## config.mk

```make
export PLATFORM = sky130hd
export DESIGN_NAME = apb_memif_bridge
export DESIGN_NICKNAME = d
export VERILOG_FILES = /design/src/rtl/apb_memif_bridge.sv
export SDC_FILE = /design/constraint.sdc
export NUM_CORES = 1
export LEC_CHECK = 0
export ABC_AREA = 1
export CAP_MARGIN = 25
export CORE_MARGIN = 2
export CORE_UTILIZATION = 42
export CTS_CLUSTER_SIZE = 24
export DETAILED_ROUTE_END_ITERATION = 10
export PLACE_DENSITY = 0.81
export RECOVER_POWER = 50
export SYNTH_ARGS = -nofsm -noshare
export SYNTH_HDL_FRONTEND = slang
export SYNTH_SLANG_ARGS = --single-unit
```

## constraint.sdc

```tcl
create_clock -name clk_i -period 2.19 [get_ports clk_i]
set_input_delay 0.438 -clock clk_i [delete_from_list [all_inputs] [get_ports clk_i]]
set_output_delay 0.438 -clock clk_i [all_outputs]
set_load 0.05 [all_outputs]
```

## src/rtl/apb_memif_bridge.sv

```systemverilog
// APB4 completer that forwards each transfer as one registered request on the
// UART memory-request interface, with error mapping and a bounded timeout.
module apb_memif_bridge #(
  parameter int ADDR_WIDTH     = 5,
  parameter int DATA_WIDTH     = 32,
  parameter int TIMEOUT_CYCLES = 16
) (
  input  logic                    clk_i,
  input  logic                    arst_ni,
  input  logic                    psel_i,
  input  logic                    penable_i,
  input  logic [ADDR_WIDTH-1:0]   paddr_i,
  input  logic                    pwrite_i,
  input  logic [DATA_WIDTH-1:0]   pwdata_i,
  input  logic [DATA_WIDTH/8-1:0] pstrb_i,
  output logic                    pready_o,
  output logic [DATA_WIDTH-1:0]   prdata_o,
  output logic                    pslverr_o,
  output logic                    mreq_o,
  output logic [ADDR_WIDTH-1:0]   maddr_o,
  output logic                    mwe_o,
  output logic [DATA_WIDTH-1:0]   mwdata_o,
  output logic [DATA_WIDTH/8-1:0] mstrb_o,
  input  logic                    mack_i,
  input  logic [DATA_WIDTH-1:0]   mrdata_i,
  input  logic                    mresp_i
);

  localparam int STRB_WIDTH = DATA_WIDTH / 8;
  localparam int CNT_WIDTH  = (TIMEOUT_CYCLES > 0) ? $clog2(TIMEOUT_CYCLES + 1) : 1;
  localparam bit TIMEOUT_EN = (TIMEOUT_CYCLES > 0);
  localparam logic [CNT_WIDTH-1:0] CNT_MAX  = '1;
  localparam logic [CNT_WIDTH-1:0] CNT_LAST =
      TIMEOUT_EN ? CNT_WIDTH'(TIMEOUT_CYCLES - 1) : '0;

  typedef enum logic [1:0] {IDLE, REQ, DONE} state_e;

  state_e                  state_q, state_d;
  logic                    mreq_q, mreq_d;
  logic [ADDR_WIDTH-1:0]   maddr_q, maddr_d;
  logic                    mwe_q, mwe_d;
  logic [DATA_WIDTH-1:0]   mwdata_q, mwdata_d;
  logic [STRB_WIDTH-1:0]   mstrb_q, mstrb_d;
  logic                    pready_q, pready_d;
  logic                    pslverr_q, pslverr_d;
  logic [DATA_WIDTH-1:0]   prdata_q, prdata_d;
  logic [CNT_WIDTH-1:0]    cnt_q, cnt_d;

  logic setup_phase;
  logic timeout_hit;

  assign setup_phase = psel_i & ~penable_i;
  // cnt_q counts REQ edges already passed without an acknowledge
  assign timeout_hit = TIMEOUT_EN && (cnt_q == CNT_LAST);

  always_ff @(posedge clk_i or negedge arst_ni) begin
    if (!arst_ni) begin
      state_q   <= IDLE;
      mreq_q    <= 1'b0;
      maddr_q   <= '0;
      mwe_q     <= 1'b0;
      mwdata_q  <= '0;
      mstrb_q   <= '0;
      pready_q  <= 1'b0;
      pslverr_q <= 1'b0;
      prdata_q  <= '0;
      cnt_q     <= '0;
    end else begin
      state_q   <= state_d;
      mreq_q    <= mreq_d;
      maddr_q   <= maddr_d;
      mwe_q     <= mwe_d;
      mwdata_q  <= mwdata_d;
      mstrb_q   <= mstrb_d;
      pready_q  <= pready_d;
      pslverr_q <= pslverr_d;
      prdata_q  <= prdata_d;
      cnt_q     <= cnt_d;
    end
  end

  always_comb begin
    state_d = state_q;
    case (state_q)
      IDLE: if (setup_phase) state_d = REQ;
      REQ: begin
        if (!psel_i)          state_d = IDLE;
        else if (mack_i)      state_d = DONE;
        else if (timeout_hit) state_d = DONE;
      end
      DONE:    state_d = IDLE;
      default: state_d = IDLE;
    endcase
  end

  always_comb begin
    mreq_d    = mreq_q;
    maddr_d   = maddr_q;
    mwe_d     = mwe_q;
    mwdata_d  = mwdata_q;
    mstrb_d   = mstrb_q;
    pready_d  = pready_q;
    pslverr_d = pslverr_q;
    prdata_d  = prdata_q;
    cnt_d     = cnt_q;
    case (state_q)
      IDLE: begin
        if (setup_phase) begin
          maddr_d  = paddr_i;
          mwe_d    = pwrite_i;
          mwdata_d = pwdata_i;
          mstrb_d  = pwrite_i ? pstrb_i : '0;
          mreq_d   = 1'b1;
          cnt_d    = '0;
        end
      end
      REQ: begin
        if (!psel_i) begin
          // bus master abandoned the transfer: withdraw without responding
          mreq_d   = 1'b0;
          pready_d = 1'b0;
        end else if (mack_i) begin
          prdata_d  = mwe_q ? '0 : mrdata_i;
          pslverr_d = mresp_i;
          mreq_d    = 1'b0;
          pready_d  = 1'b1;
        end else begin
          if (cnt_q != CNT_MAX) cnt_d = cnt_q + 1'b1;
          if (timeout_hit) begin
            mreq_d    = 1'b0;
            pready_d  = 1'b1;
            pslverr_d = 1'b1;
            prdata_d  = '0;
          end
        end
      end
      DONE: begin
        pready_d  = 1'b0;
        pslverr_d = 1'b0;
      end
      default: begin
        mreq_d   = 1'b0;
        pready_d = 1'b0;
      end
    endcase
  end

  assign pready_o  = pready_q;
  assign prdata_o  = prdata_q;
  assign pslverr_o = pslverr_q;
  assign mreq_o    = mreq_q;
  assign maddr_o   = maddr_q;
  assign mwe_o     = mwe_q;
  assign mwdata_o  = mwdata_q;
  assign mstrb_o   = mstrb_q;

endmodule

```

==> results.yml, run 1 <==
cells_and_area:
  n_antenna_cell: 0
  drive_gt1_share_pct: 9.42
  nNetsFinal: 630
  area_growth_syn_to_layout_pct: 53.2
route:
  route.final.wire_length_mm: 8.57
  drc_errors: 0
  viasPerCell: 4.68
  vias: 3076
  drtIter0Drc: 68
  wl_per_cell_um: 13.0
  drtAntennaViolNets: 0
  drt-pass1-iter-count: 4
cts:
  numCtsBuffers: 9
  cts-root-buf: "clkbuf_8"
  clock_latency_ns: 0.34
  clock_sinks: 84
  cts.clk_slew.worst_paths_ns: 0.08
  cts_buffer_depth: 2
  htreeDepth: 3
  cts_hold_buf: 0
  post_cts_buffers: 0
  cts_tree: "yes"
  cts_resized: 0
synth:
  synth_compound_area_share_pct: 7.51
  yosys-top-cells-count: "213 x nand2_1, 84 x dfrtp_1, 23 x o21ai_2, 12 x nor2_1, 10 x inv_1"
  synth_xor_area_share_pct: 0
  synth-async-reset-ratio_pct: 100
  synthMuxAreaShare_pct: 0
  yosysTopAreaCellShare_pct: 59.8
  ys_warn_count: 0
  syn_inst: 390
  synth_top_family_by_area: "simple AND/OR/NAND/NOR gates"
  syn-cell-area_sq_mm: 0.00351
  synthAdderAreaFrac_pct: 1.07
  synth_fp_nets: 473
  synthFlopType: "dfrtp_1"
  synth.area.top_cells: "dfrtp_1 60%, nand2_1 23%, o21ai_2 5.7%"
  syn_area_per_cell_sq_um: 9.01
  synth_seq_area_share_pct: 59.8
  ys_ff_latch: 84
  yosys.area.top_type: "dfrtp_1"
  synth-edff-count: 0
  synth.distinct_cells: 19
  synthSimpleGateAreaFrac_pct: 26.2
  yosysMostFrequentCell: "nand2_1"
placed_design:
  pre_cts_slack_ns: 0.351
  dpl.hpwl_mm: 6.35
  io_buffers: 156
  gp_congestion: 0.743
timing:
  min_period_over_period_pct: 90.8
  fin_skew_ns: 0.00877
  setup_viol: 0
  max_freq_ghz: 0.503
  rsz0062_at_grt: "no"
  period_needed_ns: 1.99
  fin_tns_setup_ns: 0
  slew_headroom_pct: 36.2
  setup_ws_ns: 0.201
  slew_viol_final: 0
  hold_viol: 0
  worst_pin_slew_ns: 0.958
  holdWs_ns: 0.226
worst_setup_path:
  critPathMaxStageDelay_ns: 0.82
  path_delay_family: "buffers and inverters"
  critPathRequiredTime_ns: 1.75
  arrival_ns: 1.55
  critPathMaxFanout: 3
  critPathKind: "flop to output port"
  crit_buf_inv: 1
  end_kind: "output port"
  critical-path-slowest-cell: "clkdlybuf4s50_1"
  path_cells: "clkdlybuf4s50_1"
  startpoint_type: "flop"
floorplanning:
  ios: 157
  dieHeight_um: 95.5
  initial_utilization_pct: 43.0
  die_x_um: 95.5
  die-area_sq_mm: 0.00912
  placementRows: 33
  core_sq_mm: 0.00818
global_route:
  grt_usage_pct: 19.3
  grt_start_max_net_pins: 41
  grt_pass1_vias: 3011
  grt-ovfl-total: 0
  grt_pass1_wl_mm: 13.7
  antenna_found_initial: 0
pwr:
  peakVddDrop_v: 0.000557
  power.total_mw: 5.36
  power.density_mw_per_mm2: 996
  p_leak_nw: 2.57
min_path:
  min_path_type: "input pin to asynchronous set/reset pin"
outcome:
  status: "complete, no violations"
run:
  cap_violations: 0
## registers in the layout, summed over array words and instances (netlist names)
register,flops
maddr_o,5
cnt_q,5
state_q,2
pready_o,1
mreq_o,1
mwdata_o,32
prdata_o,32
mwe_o,1
mstrb_o,4
pslverr_o,1
## path summary, 6_finish.rpt
path,from,end,slack (ns),depth (start not counted)
max,mwe_o$_DFFE_PN0P_,mwe_o,0.20,1
min,arst_ni,prdata_o[3]$_DFFE_PN0P_,0.23,1
max reg2reg,cnt_q[0]$_DFFE_PN0P_,prdata_o[17]$_DFFE_PN0P_,0.35,10
min reg2reg,mwdata_o[5]$_DFFE_PN0P_,mwdata_o[5]$_DFFE_PN0P_,0.48,2
max in group asynchronous,arst_ni,prdata_o[25]$_DFFE_PN0P_,0.54,2
min in group clk_i,mwdata_o[5]$_DFFE_PN0P_,mwdata_o[5]$_DFFE_PN0P_,0.48,2
## cells by family after synthesis
family                   after synthesis
adder cells (fa/ha/maj)                3
flip-flops                            84
AND/OR/NAND/NOR                      238
buffers and inverters                 30
AO/OA/AOI/OAI                         35
## placed cells by master, fill, tap and decap left out, drive strengths merged
cell type,netlist,routed
nand4,1,1
dfrtp,84,84
clkbuf,2,14
ha,3,3
buf,16,5
bufinv,0,3
nand3,9,9
nor2,14,14
nand2,213,213
clkinv,0,2
clkdlybuf4s50,0,154
inv,12,12
dlygate4sd3,0,1
o21ai,34,34
nor3b,1,1
o21bai,1,1
clkinvlp,0,1
## cell type report
class,instances,area (sq um)
clock buffer,10,138
clock inverter,6,111
fill,697,2790
inverter,12,45.0
multi-input combinational,276,1220
sequential,84,2100
tap,105,131
timing repair buffer,164,1630
## where the power goes
group          internal [mW]  switching [mW]  total, mW
Combinational          0.711            1.35       2.06
Sequential              1.82           0.160       1.97
Clock                  0.789           0.536       1.33
## metal layers
metal / global-route usage (%) / wire [um]
met4: 6.31 / 103
met1: 22.8 / 3510
met3: 8.30 / 970
met5: 0 / 0
met2: 31.9 / 3980
## metrics by stage
| stage | area [sq um] | std cells | util, % |
|---|---|---|---|
| finish | 5380 | 657 | 65.8 |
| CTS | 5410 | 657 | 66.2 |
| floorplan | 3510 | 390 | - |
| detailed placement | 5160 | 641 | 63.1 |
| global placement | 5160 | 641 | 63.1 |
| global route | 5380 | 657 | 65.8 |
Power figures use the tool's default switching activity.
==> run 2: changes to the inputs <==
--- a/config.mk
+++ b/config.mk
@@ -7,6 +7,7 @@
 export LEC_CHECK = 0
 export ABC_AREA = 1
 export CAP_MARGIN = 25
+export CORE_ASPECT_RATIO = 1.1
 export CORE_MARGIN = 2
 export CORE_UTILIZATION = 42
 export CTS_CLUSTER_SIZE = 24
==> run 2 against run 1 <==
Against the previous run:
- via count increased by 0.59%
- sequential share of layout area rose by 0.13 points
- first-iteration DRC count grew 78%
- wire length up 2.5%
- non-clock buffer count up 1
- final cell count increased by 1.1%
- combinational power about the same
- cell area down 0.33%
- clock skew is 0.0066 ns higher
- die area hardly changed
- highest routed layer unchanged
==> results.yml, run 2 (synthesis gave the netlist of run 1 again) <==
timing:
  fin_tns_setup_ns: 0
  hold_viol: 0
  slew_viol_final: 0
  max_freq_ghz: 0.500
  fin_skew_ns: 0.0153
  period_needed_ns: 2.00
  rsz0062_at_grt: "no"
  min_period_over_period_pct: 91.3
  slew_headroom_pct: 30.9
  setup_viol: 0
  worst_pin_slew_ns: 1.04
cts:
  clock_latency_ns: 0.35
  cts_tree: "yes"
  numCtsBuffers: 9
  post_cts_buffers: 0
  cts.clk_slew.worst_paths_ns: 0.09
  cts_buffer_depth: 2
  clock_sinks: 84
  htreeDepth: 3
  cts-root-buf: "clkbuf_8"
worst_setup_path:
  path_cells: "clkdlybuf4s50_1"
  critPathRequiredTime_ns: 1.75
  critPathKind: "flop to output port"
  arrival_ns: 1.56
  startpoint_type: "flop"
  critPathMaxStageDelay_ns: 0.82
  crit_buf_inv: 1
  end_kind: "output port"
  path_delay_family: "buffers and inverters"
  critPathMaxFanout: 3
  critical-path-slowest-cell: "clkdlybuf4s50_1"
floorplanning:
  placementRows: 35
  core_sq_mm: 0.00823
  ios: 157
  initial_utilization_pct: 42.7
  die-area_sq_mm: 0.00912
  dieHeight_um: 99.9
  die_x_um: 91.2
run:
  cap_violations: 0
placed_design:
  dp_cells: 648
  gp_congestion: 0.779
  io_buffers: 156
  dpl.hpwl_mm: 6.53
pwr:
  p_leak_nw: 2.56
  peakVddDrop_v: 0.000598
  power.density_mw_per_mm2: 953
  clkPwrFrac_pct: 20.9
  p_sw_share_pct: 40.1
  p_switching_mw: 2.05
  p_int_mw: 3.06
  sequentialPowerShare_pct: 38.6
  comb_power_share_pct: 40.5
route:
  drtAntennaViolNets: 0
  wl_per_cell_um: 13.2
  viasPerCell: 4.66
  drc_errors: 0
  drt-pass1-iter-count: 6
  vias: 3094
  drtIter0Drc: 121
  route.final.wire_length_mm: 8.78
outcome:
  status: "complete, no violations"
global_route:
  grt-ovfl-total: 0
  grt_start_max_net_pins: 48
  grt_pass1_vias: 3082
  grt_usage_pct: 19.7
  grt_pass1_wl_mm: 14.3
  antenna_found_initial: 0
cells_and_area:
  area_growth_syn_to_layout_pct: 52.7
  n_antenna_cell: 0
  stdcell_count: 664
  most-common-layout-cells: "212 x nand2_1, 154 x clkdlybuf4s50_1, 84 x dfrtp_1"
  multi_input_area_sq_mm: 0.00123
  fill_cells: 691
  seq_area_sq_mm: 0.00210
  drive_gt1_share_pct: 9.58
  nNetsFinal: 631
  mostFrequentLayoutCell: "nand2_1"
min_path:
  min_path_type: "input pin to asynchronous set/reset pin"
==> run 2: power by group through the flow <==
stage / registers, mW / clock network, mW / logic, mW
3_5_place_dp: 2.00 / 0 / 2.09
5_1_grt: 2.01 / 1.18 / 2.18
2_1_floorplan: 2.91 / 0 / 0.359
4_1_cts: 1.98 / 1.11 / 2.10
6_report: 1.97 / 1.07 / 2.07
3_3_place_gp: 1.99 / 0 / 2.06
==> run 2: through the flow <==
stage | utilization (%) | hold WS, ns | area, sq um | setup slack (ns) | total power [mW]
2_1_floorplan | - | 0.142 | 3510 | 0.572 | 3.26
3_3_place_gp | 63.0 | 0.434 | 5190 | 0.325 | 4.06
3_5_place_dp | 63.0 | 0.444 | 5190 | 0.275 | 4.09
4_1_cts | 65.4 | 0.0575 | 5380 | 0.160 | 5.18
5_1_grt | 65.2 | 0.279 | 5370 | 0.0485 | 5.37
6_report | 65.2 | 0.208 | 5370 | 0.190 | 5.11
==> run 2: routing by layer <==
metal | part of all wire [%] | GRT usage (%) | vias to the layer above
li1 | - | - | 1521
met1 | 41 | 24.4 | 1427
met2 | 48 | 32.3 | 136
met3 | 9.5 | 7.13 | 10
met4 | 1.4 | 6.64 | 0
met5 | 0 | 0 | -
==> run 2: worst paths after layout <==
check,from,end,slack (ns),cells after the start
worst max-delay path,mwe_o$_DFFE_PN0P_,mwe_o,0.19,1
worst min-delay path,arst_ni,prdata_o[28]$_DFFE_PN0P_,0.21,1
worst max register to register,cnt_q[0]$_DFFE_PN0P_,prdata_o[15]$_DFFE_PN0P_,0.29,10
worst min register to register,mreq_o$_DFFE_PN0P_,mreq_o$_DFFE_PN0P_,0.48,2
max in group asynchronous,arst_ni,prdata_o[22]$_DFFE_PN0P_,0.42,2
min in group clk_i,mreq_o$_DFFE_PN0P_,mreq_o$_DFFE_PN0P_,0.48,2
==> run 2: layout make-up <==
class / count / share of cell area (%)
Timing Repair Buffer: 165 / 30.9
Tap cell: 111 / 2.59
Multi-Input combinational cell: 276 / 22.9
Clock buffer: 10 / 2.38
Inverter: 12 / 0.840
Clock inverter: 6 / 1.21
Sequential cell: 84 / 39.2
==> run 2: what timing repair did <==
action | 4_1_cts | 5_1_grt
hold buffers | 0 | 0
endpoints found under the setup margin | 0 | 3
gates resized for setup | 0 | 1
==> run 2: worst register-to-register path, delay by kind of cell (launching register included) <==
family	cells	cell delay [ns]
DFF	1	0.44
adders and majority gates	2	0.40
AOI/OAI and AO/OA	1	0.07
and+or+nand+nor	6	0.68
buffers and inverters	1	0.24
==> run 3: changes to the inputs <==
--- a/config.mk
+++ b/config.mk
@@ -7,12 +7,15 @@
 export LEC_CHECK = 0
 export ABC_AREA = 1
 export CAP_MARGIN = 25
+export CELL_PAD_IN_SITES_DETAIL_PLACEMENT = 1
+export CELL_PAD_IN_SITES_GLOBAL_PLACEMENT = 1
 export CORE_ASPECT_RATIO = 1.1
 export CORE_MARGIN = 2
-export CORE_UTILIZATION = 42
+export CORE_UTILIZATION = 30
 export CTS_CLUSTER_SIZE = 24
 export DETAILED_ROUTE_END_ITERATION = 10
-export PLACE_DENSITY = 0.81
+export MAX_ROUTING_LAYER = met4
+export PLACE_DENSITY_LB_ADDON = 0.1
 export RECOVER_POWER = 50
 export SYNTH_ARGS = -nofsm -noshare
 export SYNTH_HDL_FRONTEND = slang
==> run 3 against run 2 <==
Against the previous run:
- cell area up 2.6%
- via count shrank 1.4%
- worst hold slack better by 0.24 ns
- sequential power barely moved
- critical path type unchanged
- utilization decreased by 17 points
==> results.yml, run 3 (synthesis gave the netlist of run 1 again) <==
floorplanning:
  ios: 157
  die-area_sq_mm: 0.0126
  die_x_um: 107
  initial_utilization_pct: 30.7
  core_sq_mm: 0.0114
  placementRows: 41
  dieHeight_um: 118
worst_setup_path:
  crit_buf_inv: 1
  crit_path_end: "mwe_o"
  critPathRequiredTime_ns: 1.75
  end_kind: "output port"
  path_cells: "clkdlybuf4s50_1"
  cp.depth: 1
  critPathMaxFanout: 3
  critPathLaunch: "mwe_o$_DFFE_PN0P_"
  critPathMaxStageDelay_ns: 0.82
  rrSetupSlack_ns: 0.30
  arrival_ns: 1.56
  critPathKind: "flop to output port"
  startpoint_type: "flop"
  path_delay_family: "buffers and inverters"
  worstReg2RegStart: "cnt_q[0]$_DFFE_PN0P_"
  timing.rr.end: "prdata_o[11]$_DFFE_PN0P_"
  critical-path-slowest-cell: "clkdlybuf4s50_1"
  r2r.worst_path.cells: 10
global_route:
  grt_pass1_vias: 3280
  antenna_found_initial: 0
  grt_usage_pct: 16.3
  grt_pass1_wl_mm: 15.8
  grt-ovfl-total: 0
  grt_start_max_net_pins: 85
run:
  cap_violations: 0
route:
  drt-pass1-iter-count: 4
  drtAntennaViolNets: 0
  route.final.wire_length_mm: 9.50
  viasPerCell: 4.35
  wl_per_cell_um: 13.5
  vias: 3051
  drc_errors: 0
  drtIter0Drc: 143
timing:
  worst_pin_slew_ns: 1.17
  fin_skew_ns: 0.00757
  fin_tns_setup_ns: 0
  hold_viol: 0
  rsz0062_at_grt: "no"
  slew_headroom_pct: 22.0
  holdWs_ns: 0.445
  setup_viol: 0
  period_needed_ns: 1.99
  max_freq_ghz: 0.501
  min_period_over_period_pct: 91.1
  slew_viol_final: 0
cts:
  cts-root-buf: "clkbuf_16"
  cts_tree: "yes"
  cts_hold_buf: 0
  post_cts_buffers: 0
  cts_buffer_depth: 2
  cts_resized: 0
  cts.clk_slew.worst_paths_ns: 0.06
  numCtsBuffers: 9
  clock_sinks: 84
  clock_latency_ns: 0.34
  htreeDepth: 3
placed_design:
  dpl.hpwl_mm: 6.73
  gp_congestion: 0.744
  io_buffers: 156
pwr:
  power.total_mw: 5.58
  peakVddDrop_v: 0.000434
  power.density_mw_per_mm2: 1010
  p_leak_nw: 2.59
cells_and_area:
  most-common-layout-cells: "212 x nand2_1, 155 x clkdlybuf4s50_1, 84 x dfrtp_1"
  mostFrequentLayoutCell: "nand2_1"
  drive_gt1_share_pct: 9.42
  area_growth_syn_to_layout_pct: 56.6
  n_antenna_cell: 0
  seq_area_sq_mm: 0.00210
  fill_cells: 1318
  nNetsFinal: 630
  fin_util_pct: 48.1
  multi_input_area_sq_mm: 0.00122
min_path:
  min_path_type: "input pin to asynchronous set/reset pin"
outcome:
  status: "complete, no violations"
[run 3: cell count changes in the layout (fill, tap and decap cells not counted), sizes merged]
cell           before  now
clkinv              4    1
buf                 9    7
clkbuf             11   13
clkinvlp            1    3
clkdlybuf4s50     154  155
dlygate4sd3         1    0
[run 3: worst reg2reg max path: cells and delay by family, from the launching register on]
kind	cells	cell delay, ns
AO/OA/AOI/OAI	1	0.08
buffers and inverters	1	0.28
AND/OR/NAND/NOR	6	0.63
adder cells (fa/ha/maj)	2	0.42
flip-flops	1	0.42
[run 3: metrics by stage]
stage | setup slack [ns] | std cells | instance area [sq um]
5_1_grt | 0.0525 | 702 | 5500
3_3_place_gp | 0.322 | 686 | 5230
6_report | 0.195 | 702 | 5500
2_1_floorplan | 0.572 | 390 | 3510
4_1_cts | 0.170 | 702 | 5540
3_5_place_dp | 0.256 | 686 | 5230
[run 3: worst min path at each step]
stage,start,end,slack [ns],cells past startpoint
3_5_place_dp,prdata_o[4]$_DFFE_PN0P_,prdata_o[4]$_DFFE_PN0P_,0.47,2
2_1_floorplan,arst_ni,cnt_q[0]$_DFFE_PN0P_,0.14,0
4_1_cts,arst_ni,prdata_o[19]$_DFFE_PN0P_,0.15,2
6_report,arst_ni,prdata_o[19]$_DFFE_PN0P_,0.44,2
3_3_place_gp,mwdata_o[12]$_DFFE_PN0P_,mwdata_o[12]$_DFFE_PN0P_,0.46,2
5_1_grt,prdata_o[24]$_DFFE_PN0P_,prdata_o[24]$_DFFE_PN0P_,0.51,2
[run 3: area by class of cell]
type	instances	share of cell area [%]
inverter	12	0.819
timing repair buffer	164	29.8
tap	150	3.41
clock inverter	5	1.11
multi-input combinational	276	22.2
clock buffer	11	4.41
sequential	84	38.2
[run 3: power breakdown]
part	switching, mW	leakage (nW)	internal [mW]
sequential	0.146	1.09	1.82
clock	0.616	0.138	0.917
combinational	1.36	1.36	0.718
[run 3: routing by layer]
metal	part of all wire (%)	GRT usage, %
met1	42	19.6
met2	48	25.2
met3	8.3	4.87
met4	2.3	7.31
met5	0	-
